File: src/rtl/fpu_bus_if.sv
// FPU-side responder on the 8-bit host register bus: operand/opcode capture,
// start/done handshake with the arithmetic core, result readback and watchdog.
module fpu_bus_if #(
    parameter int unsigned TIMEOUT_CYCLES = 4096,
    parameter logic [31:0] NAN_VALUE      = 32'h7FC00000
) (
    input  logic        clk,
    input  logic        rst_n,
    input  logic [7:0]  databus_in,
    output logic [7:0]  databus_out,
    input  logic [3:0]  addr,
    input  logic        cs,
    input  logic        rd,
    input  logic        wr,
    input  logic        end_ack,
    output logic        cmd_end,
    output logic        busy,
    output logic        core_start,
    output logic [7:0]  core_op,
    output logic [31:0] core_a,
    output logic [31:0] core_b,
    input  logic        core_done,
    input  logic [31:0] core_result
);

    typedef enum logic [1:0] {S_IDLE, S_LAUNCH, S_WAIT, S_END} state_t;

    state_t      state;
    state_t      state_next;
    logic        wr_q;
    logic [31:0] a_reg;
    logic [31:0] b_reg;
    logic [7:0]  op_reg;
    logic [31:0] result;
    logic        err;
    logic        tmo;
    logic [31:0] wdog;
    logic        commit;
    logic        reg_write;
    logic        start_cmd;
    logic        timed_out;
    logic [7:0]  rdata;

    // A commit happens only on the falling edge of wr, so a long strobe writes once.
    assign commit    = !cs && wr_q && !wr;
    assign reg_write = commit && (addr <= 4'd9);
    assign start_cmd = commit && (addr == 4'd9) && (state == S_IDLE);
    assign timed_out = (TIMEOUT_CYCLES != 0) && (wdog == 32'd1);

    always_ff @(posedge clk) begin
        if (!rst_n) begin
            state <= S_IDLE;
        end else begin
            state <= state_next;
        end
    end

    always_comb begin
        state_next = state;
        unique case (state)
            S_IDLE:   if (start_cmd) state_next = S_LAUNCH;
            S_LAUNCH: state_next = S_WAIT;
            S_WAIT:   if (core_done || timed_out) state_next = S_END;
            S_END:    if (end_ack) state_next = S_IDLE;
            default:  state_next = S_IDLE;
        endcase
    end

    always_ff @(posedge clk) begin
        if (!rst_n) begin
            wr_q   <= 1'b1;
            a_reg  <= '0;
            b_reg  <= '0;
            op_reg <= '0;
            result <= '0;
            err    <= 1'b0;
            tmo    <= 1'b0;
            wdog   <= '0;
        end else begin
            wr_q <= wr;
            if (reg_write) begin
                if (state == S_IDLE) begin
                    case (addr)
                        4'd0, 4'd1, 4'd2, 4'd3: a_reg[{addr[1:0], 3'b000} +: 8] <= databus_in;
                        4'd4, 4'd5, 4'd6, 4'd7: b_reg[{addr[1:0], 3'b000} +: 8] <= databus_in;
                        4'd8:                   op_reg <= databus_in;
                        default: ;
                    endcase
                end else begin
                    err <= 1'b1;
                end
            end
            if (start_cmd) begin
                wdog <= 32'(TIMEOUT_CYCLES);
            end
            if (commit && (addr == 4'hD)) begin
                err <= 1'b0;
                tmo <= 1'b0;
            end
            // core_done takes precedence over a simultaneous watchdog expiry.
            if (state == S_WAIT) begin
                if (core_done) begin
                    result <= core_result;
                end else if (timed_out) begin
                    result <= NAN_VALUE;
                    tmo    <= 1'b1;
                end else begin
                    wdog <= wdog - 32'd1;
                end
            end
        end
    end

    assign busy       = (state == S_LAUNCH) || (state == S_WAIT);
    assign cmd_end    = (state == S_END);
    assign core_start = (state == S_LAUNCH);
    assign core_op    = op_reg;
    assign core_a     = a_reg;
    assign core_b     = b_reg;

    always_comb begin
        rdata = '0;
        case (addr)
            4'h0: rdata = a_reg[7:0];
            4'h1: rdata = a_reg[15:8];
            4'h2: rdata = a_reg[23:16];
            4'h3: rdata = a_reg[31:24];
            4'h4: rdata = b_reg[7:0];
            4'h5: rdata = b_reg[15:8];
            4'h6: rdata = b_reg[23:16];
            4'h7: rdata = b_reg[31:24];
            4'h8: rdata = op_reg;
            4'h9: rdata = result[7:0];
            4'hA: rdata = result[15:8];
            4'hB: rdata = result[23:16];
            4'hC: rdata = result[31:24];
            4'hD: rdata = {busy, cmd_end, err, tmo, 4'b0000};
            default: rdata = '0;
        endcase
    end

    assign databus_out = (!cs && !rd) ? rdata : '0;

endmodule

File: config.mk
export PLATFORM = sky130hd
export DESIGN_NAME = fpu_bus_if
export DESIGN_NICKNAME = d
export VERILOG_FILES = /design/src/rtl/fpu_bus_if.sv
export SDC_FILE = /design/constraint.sdc
export NUM_CORES = 1
export LEC_CHECK = 0
export BUFFER_PORTS_ARGS = -buffer_cell sky130_fd_sc_hd__buf_4
export CELL_PAD_IN_SITES_DETAIL_PLACEMENT = 2
export CELL_PAD_IN_SITES_GLOBAL_PLACEMENT = 2
export CORE_MARGIN = 2
export CORE_UTILIZATION = 35
export CTS_CLUSTER_SIZE = 40
export DETAILED_ROUTE_END_ITERATION = 6
export GPL_ROUTABILITY_DRIVEN = 0
export GPL_TIMING_DRIVEN = 0
export PLACE_DENSITY = 0.88
export SKIP_LAST_GASP = 1
export SYNTH_ARGS = -nofsm -noshare
export SYNTH_HDL_FRONTEND = slang
export SYNTH_SLANG_ARGS = --single-unit
File: constraint.sdc
create_clock -name clk -period 5.65 [get_ports clk]
set_input_delay 0.565 -clock clk [delete_from_list [all_inputs] [get_ports clk]]
set_output_delay 0.565 -clock clk [all_outputs]
set_load 0.02 [all_outputs]
==> impl_results.md, run 1 <==
* Critical Path RT at 5.09 ns
* Io pins at 134
* Ys async rst share at 0%
* Critical path class: primary input to output port
* Final setup viols at 0
* CTS tree: built
* Data arrival, critical path at 3.53 ns
* Hold_sp: core_result[2]
* P_int at 1.737 mW
* Post-synth top area share at 42.03%
* Worst vdd ir at 0.1896 mV
* CTS clk-pin slew, worst paths at 0.07 ns
* Post-cts sizing count at 0
* CP endpoint kind: output port
* Share of cells above drive strength 1 at 21.91%
* R2R Setup Slk at 2.26 ns
* Outcome: finished clean
* Synth Register Bits at 141
* Syn nets at 862
* Number of global-route vias before repair at 8005
* EDFF count, synth at 0
* Final HPWL DP at 22520 um
* Placed insts at 1165
* Cell count of the worst hold path at 2
* Most common library cells after synthesis: 141 x dfxtp_1, 93 x nand2_1, 74 x a21oi_1, 55 x nor2_1, 55 x o21ai_0
* Mux cell area share after synthesis at 2.962%
* CTS Sinks at 141
* Via density at 6.274
* WHS Endpoint: result[2]$_SDFFE_PN0P_
* P&R area growth vs syn at 27.40%
* Setup TNS at 0 ns
* PwrDens at 290.5 mW/mm^2
* Die area at 0.02031 mm^2
* Peak Freq at 0.2441 GHz
* Final wirelength at 32000 um
* Maxcap violations at 0
* Setup Skew at 0.01464 ns
* Power Total at 2.486 mW
* Count leader, synth: dfxtp_1
* Area share of fa/ha/maj cells after synthesis at 2.049%
* CP cell instances: buf_4, ha_1, clkbuf_1, clkbuf_1, clkbuf_1, a22oi_1, o21ai_0, a21oi_1, a31oi_1, buf_4
* Post-Synth XOR/XNOR Area at 0%
* Non-filler cells, final at 1197
* Slowest stage cell, crit path: clkbuf_1
* Clock buffer count from CTS at 17
* Inserted Diodes at 0
* Clock buffer depth at 2
* WL/cell at 26.73 um
* Part of the power in registers at 41.5%
* Hold Fails Final Rpt at 0
* DIE WIDTH at 142.5 um
* CP peak stage delay at 0.62 ns
* Clk pwr share at 45.2%
* CP startpoint kind: primary input
* DR iter-0 viols at 538
* Core area at 0.01877 mm^2
* Sequential share of the synthesized area at 42.03%
* Slew headroom at 18.94%
* Syn Area/Cell at 8.396 um^2
* Syn Inst Count at 800
* Post-Syn Area at 0.006716 mm^2
* Static leakage at 3.208 nW
* Synthesis warning total at 0
* All-Layer GR Usage at 31.46%
* Ys flop type: dfxtp_1
* Post-DP Area at 0.007993 mm^2
* Largest family of logic cells by synthesized area: compound AO/OA/AOI/OAI gates
* Util after Layout at 45.59%
* Max FO, Critical Path at 10
* Top post-synthesis cells by area: dfxtp_1 42%, a21oi_1 5.5%, nand2_1 5.2%, o21ai_0 4.1%, a32o_1 3.4%
* Fin crit share at 72.51%
* Worst flop-to-flop path startpoint: state[0]$_SDFFE_PN0P_
* Simple-gate area share of the yosys netlist at 23.94%
* Largest net degree at the start of global routing at 17
* RSZ-0062 raised after global routing: false
* Number of I/O port buffers at 131
* Starting Density at 35.79%
* Min Tclk post-route at 4.097 ns
* Crit path top cell by count: clkbuf_1
* CTS Hold Buffers Added at 0
* TritonRoute pass-1 iters at 6
* Drt drc at 0
* End of the worst register-to-register path: wdog[23]$_SDFF_PN0_
* Initial antenna violation count at 0
* P_sw at 749.1 uW
* First-pass GRT wire length at 47830 um
* Final Net Count at 1012
* H-Tree Level Count at 4
* Synth area leader: dfxtp_1
* Post-synthesis compound-gate area fraction at 24.68%
* Switching Fraction at 30.14%
* Root Buffer Master: clkbuf_16
* Cell Rows at 50
* Library cells used by synthesis at 60
* Hold Crit Class: primary input to flip-flop
* Least-Margin Pin Slew at 1.213 ns
* Via Count at 7510
* Final Cell Area at 0.008557 mm^2
* Remaining antenna violation count after routing at 0
* Slew Viols, Final at 0
* Comb pwr share at 13.3%
* Post-CTS Setup Bufs at 0
* FF-to-FF path depth at 8
* Worst skew pair latency at 0.45 ns
* Grt ovf at 0
* Die Height at 142.5 um
-- power groups by stage --
| stage | Sequential, mW | Combinational [mW] | Clock (mW) |
|---|---|---|---|
| 3_3_place_gp | 1.05 | 0.307 | 0 |
| 4_1_cts | 1.03 | 0.326 | 1.13 |
| 2_1_floorplan | 1.05 | 0.188 | 0 |
| 5_1_grt | 1.03 | 0.353 | 1.17 |
| 6_report | 1.03 | 0.330 | 1.12 |
| 3_5_place_dp | 1.05 | 0.317 | 0 |
-- how the worst max path moves through the flow --
stage                 start              to  slack (ns)
finish              addr[0]  databus_out[0]        1.55
global route        addr[0]  databus_out[0]        1.53
CTS                 addr[0]  databus_out[0]        1.69
detailed placement  addr[0]  databus_out[7]        1.84
global placement    addr[0]  databus_out[7]        1.84
floorplan           addr[1]  databus_out[3]        2.82
-- final cells by class --
class | count | area (um^2)
Tap cell | 234 | 292.8
Fill cell | 2128 | 10210
Clock inverter | 14 | 135.1
Timing Repair Buffer | 131 | 983.4
Sequential cell | 141 | 2823
Buffer | 60 | 254.0
Multi-Input combinational cell | 589 | 3602
Inverter | 10 | 37.54
Clock buffer | 18 | 429.2
-- flip-flops by register name, summed over array words and instances, names as in the netlist --
| signal | count |
|---|---|
| result | 32 |
| err | 1 |
| wdog | 32 |
| core_b | 32 |
| tmo | 1 |
| core_op | 8 |
| wr_q | 1 |
| state | 2 |
| core_a | 32 |
-- per-stage QoR --
stage,hold slack [ns],setup WS [ns]
after floorplan,0.4460,2.818
after global placement,0.4637,1.844
after detailed placement,0.4809,1.844
after CTS,0.3287,1.694
after global routing,0.3356,1.528
final,0.3332,1.553
-- layer usage --
layer	vias to the layer above	routed length [um]	track usage (%)
met5	-	0	0
met4	0	1365	15.01
met3	97	2159	6.326
met2	350	15790	54.35
met1	3787	12690	37.36
li1	3276	-	-
-- kinds of logic after synthesis --
| family | Yosys count |
|---|---|
| flops | 141 |
| simple gates | 317 |
| compound gates | 243 |
| mux | 18 |
| buf+inv | 70 |
| fa+ha+maj | 11 |
-- cells in the final DEF (no fill, tap or decap), types with 19 or more instances in the layout --
cell      netlist  layout
nand2_1        93      93
buf_4           2     133
a21oi_1        74      74
and2_1         20      20
dfxtp_1       141     141
a32o_1         23      23
nand3_1        44      44
nor2_1         55      55
o21ai_0        55      55
clkbuf_1       47      48
or3_1          19      19
-- critical path: cells and delay by family --
family,cells,cell delay [ns]
fa+ha+maj,1,0.14
compound gates,4,0.98
buf+inv,5,1.83
(Power assumes the default switching activity.)
==> run 2: changes to the inputs <==
--- a/config.mk
+++ b/config.mk
@@ -9,12 +9,12 @@
 export CELL_PAD_IN_SITES_DETAIL_PLACEMENT = 2
 export CELL_PAD_IN_SITES_GLOBAL_PLACEMENT = 2
 export CORE_MARGIN = 2
-export CORE_UTILIZATION = 35
+export CORE_UTILIZATION = 29
 export CTS_CLUSTER_SIZE = 40
 export DETAILED_ROUTE_END_ITERATION = 6
 export GPL_ROUTABILITY_DRIVEN = 0
 export GPL_TIMING_DRIVEN = 0
-export PLACE_DENSITY = 0.88
+export PLACE_DENSITY = 0.78
 export SKIP_LAST_GASP = 1
 export SYNTH_ARGS = -nofsm -noshare
 export SYNTH_HDL_FRONTEND = slang
==> constraint.sdc (replaced) <==
create_clock -name clk -period 3.6 [get_ports clk]
set_input_delay 0.36 -clock clk [delete_from_list [all_inputs] [get_ports clk]]
set_output_delay 0.36 -clock clk [all_outputs]
set_load 0.02 [all_outputs]
==> impl_results.md, run 2 (synthesized netlist as in run 1, its figures left out) <==
* Slew Viols, Final at 0 (unchanged)
* Grt ovf at 0 (unchanged)
* Switching Fraction at 27.45% (was 30.14%)
* All-Layer GR Usage at 25.42% (was 31.46%)
* Most frequent cells in the layout: 141 x dfxtp_1, 133 x buf_4, 93 x nand2_1 (unchanged)
* Slowest stage cell, crit path: a311oi_1 (was clkbuf_1)
* Cell Rows at 55 (was 50)
* Data arrival, critical path at 3.21 ns (was 3.53 ns)
* Core area at 0.02271 mm^2 (was 0.01877 mm^2)
* Max FO, Critical Path at 10 (unchanged)
* DIE WIDTH at 156.2 um (was 142.5 um)
* Number of global-route vias before repair at 7538 (was 8005)
* Least-Margin Pin Slew at 1.169 ns (was 1.213 ns)
* Power Total at 4.151 mW (was 2.486 mW)
* Slew headroom at 21.42% (was 18.94%)
* Final setup viols at 0 (unchanged)
* WL/cell at 24.57 um (was 26.73 um)
* CP startpoint kind: primary input (unchanged)
* CTS tree: built (unchanged)
* Commonest non-fill, non-tap cell in the layout: dfxtp_1 (unchanged)
* Remaining antenna violation count after routing at 0 (unchanged)
* Critical Path RT at 3.24 ns (was 5.09 ns)
* Min Tclk post-route at 3.574 ns
* CP endpoint kind: output port (unchanged)
* Largest net degree at the start of global routing at 17 (unchanged)
* P&R area growth vs syn at 29.81% (was 27.40%)
* Worst skew pair latency at 0.43 ns (was 0.45 ns)
* Post-CTS Setup Bufs at 0 (unchanged)
* TritonRoute pass-1 iters at 5 (was 6)
* Initial antenna violation count at 0 (unchanged)
* Via Count at 7215 (was 7510)
* Clk pwr share at 48.7% (was 45.2%)
* H-Tree Level Count at 4 (unchanged)
* Area of the multi-input gates at 0.003602 mm^2 (unchanged)
* Hold Fails Final Rpt at 0 (unchanged)
* Comb pwr share at 12.3% (was 13.3%)
* DR iter-0 viols at 539 (was 538)
* Worst vdd ir at 0.2970 mV (was 0.1896 mV)
* Number of I/O port buffers at 131 (unchanged)
* First-pass GRT wire length at 46490 um (was 47830 um)
* Final Net Count at 1012 (unchanged)
* PwrDens at 476.1 mW/mm^2 (was 290.5 mW/mm^2)
* Setup Skew at 0.009692 ns (was 0.01464 ns)
* Final HPWL DP at 22590 um (was 22520 um)
* Share of cells above drive strength 1 at 22.12% (was 21.91%)
* Peak Freq at 0.2798 GHz
* Placed insts at 1216 (was 1165)
* Clock buffer depth at 2 (unchanged)
* Final wirelength at 30660 um (was 32000 um)
* Crit path top cell by count: buf_4 (was clkbuf_1)
* Register area at 0.002823 mm^2 (unchanged)
* Maxcap violations at 0 (unchanged)
* RSZ-0062 raised after global routing: false (unchanged)
* P_int at 3.011 mW (was 1.737 mW)
* Outcome: finished clean (unchanged)
* Static leakage at 3.274 nW (was 3.208 nW)
* CP cell instances: buf_4, inv_1, ha_1, clkbuf_1, clkbuf_2, a22oi_1, a311oi_1, a21oi_1, a31oi_1, buf_4 (was buf_4, ha_1, clkbuf_1, clkbuf_1, clkbuf_1, a22oi_1, o21ai_0, a21oi_1, a31oi_1, buf_4)
* Via density at 5.781 (was 6.274)
* Setup TNS at 0 ns (unchanged)
* Fin crit share at 99.27%
* Part of the power in registers at 39.0% (was 41.5%)
* Hold Crit Class: primary input to flip-flop (unchanged)
* Fillers at 2553 (was 2128)
* Critical path class: primary input to output port (unchanged)
* Non-filler cells, final at 1248 (was 1197)
* P_sw at 1.139 mW (was 749.1 uW)
* Starting Density at 29.58% (was 35.79%)
* Inserted Diodes at 0 (unchanged)
* CTS Sinks at 141 (unchanged)
* Drt drc at 0 (unchanged)
* Clock buffer count from CTS at 17 (unchanged)
* Root Buffer Master: clkbuf_16 (unchanged)
* Util after Layout at 38.39% (was 45.59%)
* Io pins at 134 (unchanged)
* Die Height at 156.2 um (was 142.5 um)
* Die area at 0.02439 mm^2 (was 0.02031 mm^2)
* CTS clk-pin slew, worst paths at 0.07 ns (about the same)
* CP peak stage delay at 0.72 ns (was 0.62 ns)
run 2: worst paths after layout:
check / end / slack [ns] / cells past startpoint / from
min: result[13]$_SDFFE_PN0P_ / 0.14 / 2 / core_result[13]
max: databus_out[0] / 0.03 / 10 / addr[1]
max reg2reg: wdog[3]$_SDFF_PN0_ / 0.51 / 8 / state[0]$_SDFFE_PN0P_
min reg2reg: wdog[18]$_SDFF_PN0_ / 0.47 / 1 / wdog[18]$_SDFF_PN0_
run 2: per-stage QoR:
step | setup WS [ns] | hold slack [ns] | cell area (um^2)
after global routing | 0.03477 | 0.1318 | 8718
after CTS | 0.06476 | 0.1258 | 8716
after global placement | 0.1180 | 0.4660 | 8056
after detailed placement | 0.1094 | 0.4661 | 8056
final | 0.02626 | 0.1356 | 8718
after floorplan | 1.178 | 0.4460 | 6716
run 2: power groups by stage:
stage / clock, mW / combinational (mW) / sequential, mW
floorplan: 0 / 0.295 / 1.65
global placement: 0 / 0.488 / 1.65
detailed placement: 0 / 0.498 / 1.65
CTS: 2.04 / 0.506 / 1.62
global route: 2.11 / 0.552 / 1.62
finish: 2.02 / 0.509 / 1.62
run 2: worst max-delay path: cells and delay by family:
family / cells / cell delay [ns]
adders and majority gates: 1 / 0.22
buffers and inverters: 5 / 1.33
AOI/OAI and AO/OA: 4 / 1.28
run 2: per-layer routing:
layer	up-vias	global-route usage [%]	part of all wire, %
met2	260	43.36	49
met4	0	8.650	2.7
met3	54	3.472	5.2
met1	3617	33.00	43
li1	3284	-	-
met5	-	0	0
run 2: final cells by class:
type	count	share of cell area, %
Buffer	60	2.942
Clock buffer	18	4.923
Clock inverter	14	2.641
Inverter	10	0.4305
Multi-Input combinational cell	589	41.32
Sequential cell	141	32.38
Tap cell	285	4.090
Timing Repair Buffer	131	11.28
run 2: timing repair:
action,4_1_cts,5_1_grt
endpoints found under the setup margin,0,4
hold buffers,0,0
gates resized for setup,0,3
==> run 3: changes to the inputs <==
==> constraint.sdc (replaced) <==
create_clock -name clk -period 3.6 [get_ports clk]
set_input_delay 0.54 -clock clk [delete_from_list [all_inputs] [get_ports clk]]
set_output_delay 0.54 -clock clk [all_outputs]
set_load 0.02 [all_outputs]
==> impl_results.md, run 3 (synthesized netlist as in run 1, its figures left out) <==
* Worst vdd ir at 0.3013 mV (was 0.2970 mV)
* Cell count of the worst hold path at 2 (unchanged)
* Clock buffer depth at 2 (unchanged)
* Clk pwr share at 48.8% (was 48.7%)
* Critical path class: primary input to output port (unchanged)
* CP endpoint kind: output port (unchanged)
* Remaining antenna violation count after routing at 0 (unchanged)
* Cell Rows at 55 (unchanged)
* Worst skew pair latency at 0.43 ns (about the same)
* P&R area growth vs syn at 30.05% (was 29.81%)
* Post-cts sizing count at 6 (was 0)
* Root Buffer Master: clkbuf_16 (unchanged)
* Outcome: finished clean (unchanged)
* Most frequent cells in the layout: 141 x dfxtp_1, 133 x buf_4, 93 x nand2_1 (unchanged)
* Drt drc at 0 (unchanged)
* DIE WIDTH at 156.2 um (unchanged)
* Part of the power in registers at 38.9% (was 39.0%)
* Worst hold slack at 0.3118 ns (was 0.1356 ns)
* Util after Layout at 38.46% (was 38.39%)
* CTS tree: built (unchanged)
* CTS clk-pin slew, worst paths at 0.07 ns (about the same)
* Die Height at 156.2 um (unchanged)
* Comb pwr share at 12.3% (about the same)
* Switching Fraction at 27.65% (was 27.45%)
* Fillers at 2548 (was 2553)
* Static leakage at 3.295 nW (was 3.274 nW)
* Final Cell Area at 0.008735 mm^2 (was 0.008718 mm^2)
* RSZ-0062 raised after global routing: false (unchanged)
* Data arrival, critical path at 2.95 ns (was 3.21 ns)
* H-Tree Level Count at 4 (unchanged)
* Peak Freq at 0.2866 GHz (was 0.2798 GHz)
* Initial antenna violation count at 0 (unchanged)
* Dpl ws at -0.2506 ns (was 0.1094 ns)
* CP startpoint kind: primary input (unchanged)
* Max FO, Critical Path at 10 (unchanged)
* Grt ovf at 0 (unchanged)
* End of the worst register-to-register path: wdog[31]$_SDFF_PN0_ (was wdog[3]$_SDFF_PN0_)
* Least-Margin Pin Slew at 1.128 ns (was 1.169 ns)
* CP peak stage delay at 0.36 ns (was 0.72 ns)
* Final HPWL DP at 22590 um (unchanged)
* Die area at 0.02439 mm^2 (unchanged)
* PwrDens at 476.7 mW/mm^2 (was 476.1 mW/mm^2)
* WHS Endpoint: result[13]$_SDFFE_PN0P_ (unchanged)
* Via Count at 7268 (was 7215)
* All-Layer GR Usage at 25.45% (was 25.42%)
* Inserted Diodes at 0 (unchanged)
* Via density at 5.828 (was 5.781)
* DR iter-0 viols at 572 (was 539)
* Min Tclk post-route at 3.489 ns (was 3.574 ns)
* Hold Fails Final Rpt at 0 (unchanged)
* Fin crit share at 96.91% (was 99.27%)
* Hold Crit Class: primary input to flip-flop (unchanged)
* CTS Sinks at 141 (unchanged)
* Slew Viols, Final at 0 (unchanged)
* Final setup viols at 0 (unchanged)
* Starting Density at 29.58% (unchanged)
* TritonRoute pass-1 iters at 6 (was 5)
* Number of I/O port buffers at 131 (unchanged)
* P_sw at 1.151 mW (was 1.139 mW)
* P_int at 3.012 mW (was 3.011 mW)
* R2R Setup Slk at 0.49 ns (was 0.51 ns)
* CP cell instances: buf_4, inv_1, ha_1, clkbuf_2, clkbuf_2, a21oi_1, o21ai_0, o21ai_0, a21oi_1, buf_4 (was buf_4, inv_1, ha_1, clkbuf_1, clkbuf_2, a22oi_1, a311oi_1, a21oi_1, a31oi_1, buf_4)
* Slowest stage cell, crit path: a21oi_1 (was a311oi_1)
* Slew headroom at 24.21% (was 21.42%)
* Io pins at 134 (unchanged)
* Post-CTS Setup Bufs at 0 (unchanged)
* Setup Skew at 0.009774 ns (was 0.009692 ns)
* Maxcap violations at 0 (unchanged)
* CTS Hold Buffers Added at 0 (unchanged)
* First-pass GRT wire length at 46580 um (was 46490 um)
* Setup TNS at 0 ns (unchanged)
* Largest net degree at the start of global routing at 17 (unchanged)
* Critical Path RT at 3.06 ns (was 3.24 ns)
* Fin worst setup slack at 0.1112 ns (was 0.02626 ns)
* Number of global-route vias before repair at 7540 (was 7538)
* Clock buffer count from CTS at 17 (unchanged)
* WL/cell at 24.62 um (was 24.57 um)
* Worst flop-to-flop path startpoint: state[0]$_SDFFE_PN0P_ (unchanged)
* Commonest non-fill, non-tap cell in the layout: dfxtp_1 (unchanged)
* Post-DP Area at 0.008056 mm^2 (unchanged)
* Hold_sp: core_result[13] (unchanged)
* Final Net Count at 1011 (was 1012)
* Core area at 0.02271 mm^2 (unchanged)
* Share of cells above drive strength 1 at 23.08% (was 22.12%)
* FF-to-FF path depth at 8 (unchanged)
* Final wirelength at 30700 um (was 30660 um)
run 3: power groups by stage:
stage | clock network [mW] | registers (mW) | logic, mW
2_1_floorplan | 0 | 1.65 | 0.295
3_3_place_gp | 0 | 1.65 | 0.488
3_5_place_dp | 0 | 1.65 | 0.498
4_1_cts | 2.04 | 1.62 | 0.507
5_1_grt | 2.11 | 1.62 | 0.554
6_report | 2.03 | 1.62 | 0.511
run 3: per-stage QoR:
stage                     power [mW]  std cells
after floorplan                1.940        800
after global placement         2.141       1216
after detailed placement       2.153       1216
after CTS                      4.172       1248
after global routing           4.289       1247
final                          4.164       1247
run 3: worst max path at each step:
stage,start,cells past startpoint,end
2_1_floorplan,addr[1],7,databus_out[3]
3_3_place_gp,addr[0],10,databus_out[7]
3_5_place_dp,addr[0],10,databus_out[7]
4_1_cts,addr[0],10,databus_out[7]
5_1_grt,addr[0],10,databus_out[7]
6_report,addr[0],10,databus_out[6]
run 3: worst max-delay path: cells and delay by family:
family,cells,cell delay [ns]
AOI/OAI and AO/OA,4,0.92
adders and majority gates,1,0.30
buffers and inverters,5,1.16
run 3: metal layers:
metal	vias to the layer above	share of wire (%)	GRT usage (%)
met4	0	2.7	8.563
met1	3711	44	33.12
met5	-	0	0
met3	55	4.2	3.417
li1	3281	-	-
met2	221	49	43.43
run 3: final cells by class:
type | instances | area (um^2) | area share [%]
clock inverter | 14 | 230.2 | 2.636
buffer | 59 | 261.5 | 2.994
clock buffer | 18 | 429.2 | 4.913
sequential | 141 | 2823 | 32.32
multi-input combinational | 589 | 3613 | 41.37
timing repair buffer | 131 | 983.4 | 11.26
inverter | 10 | 37.54 | 0.4297
tap | 285 | 356.6 | 4.083
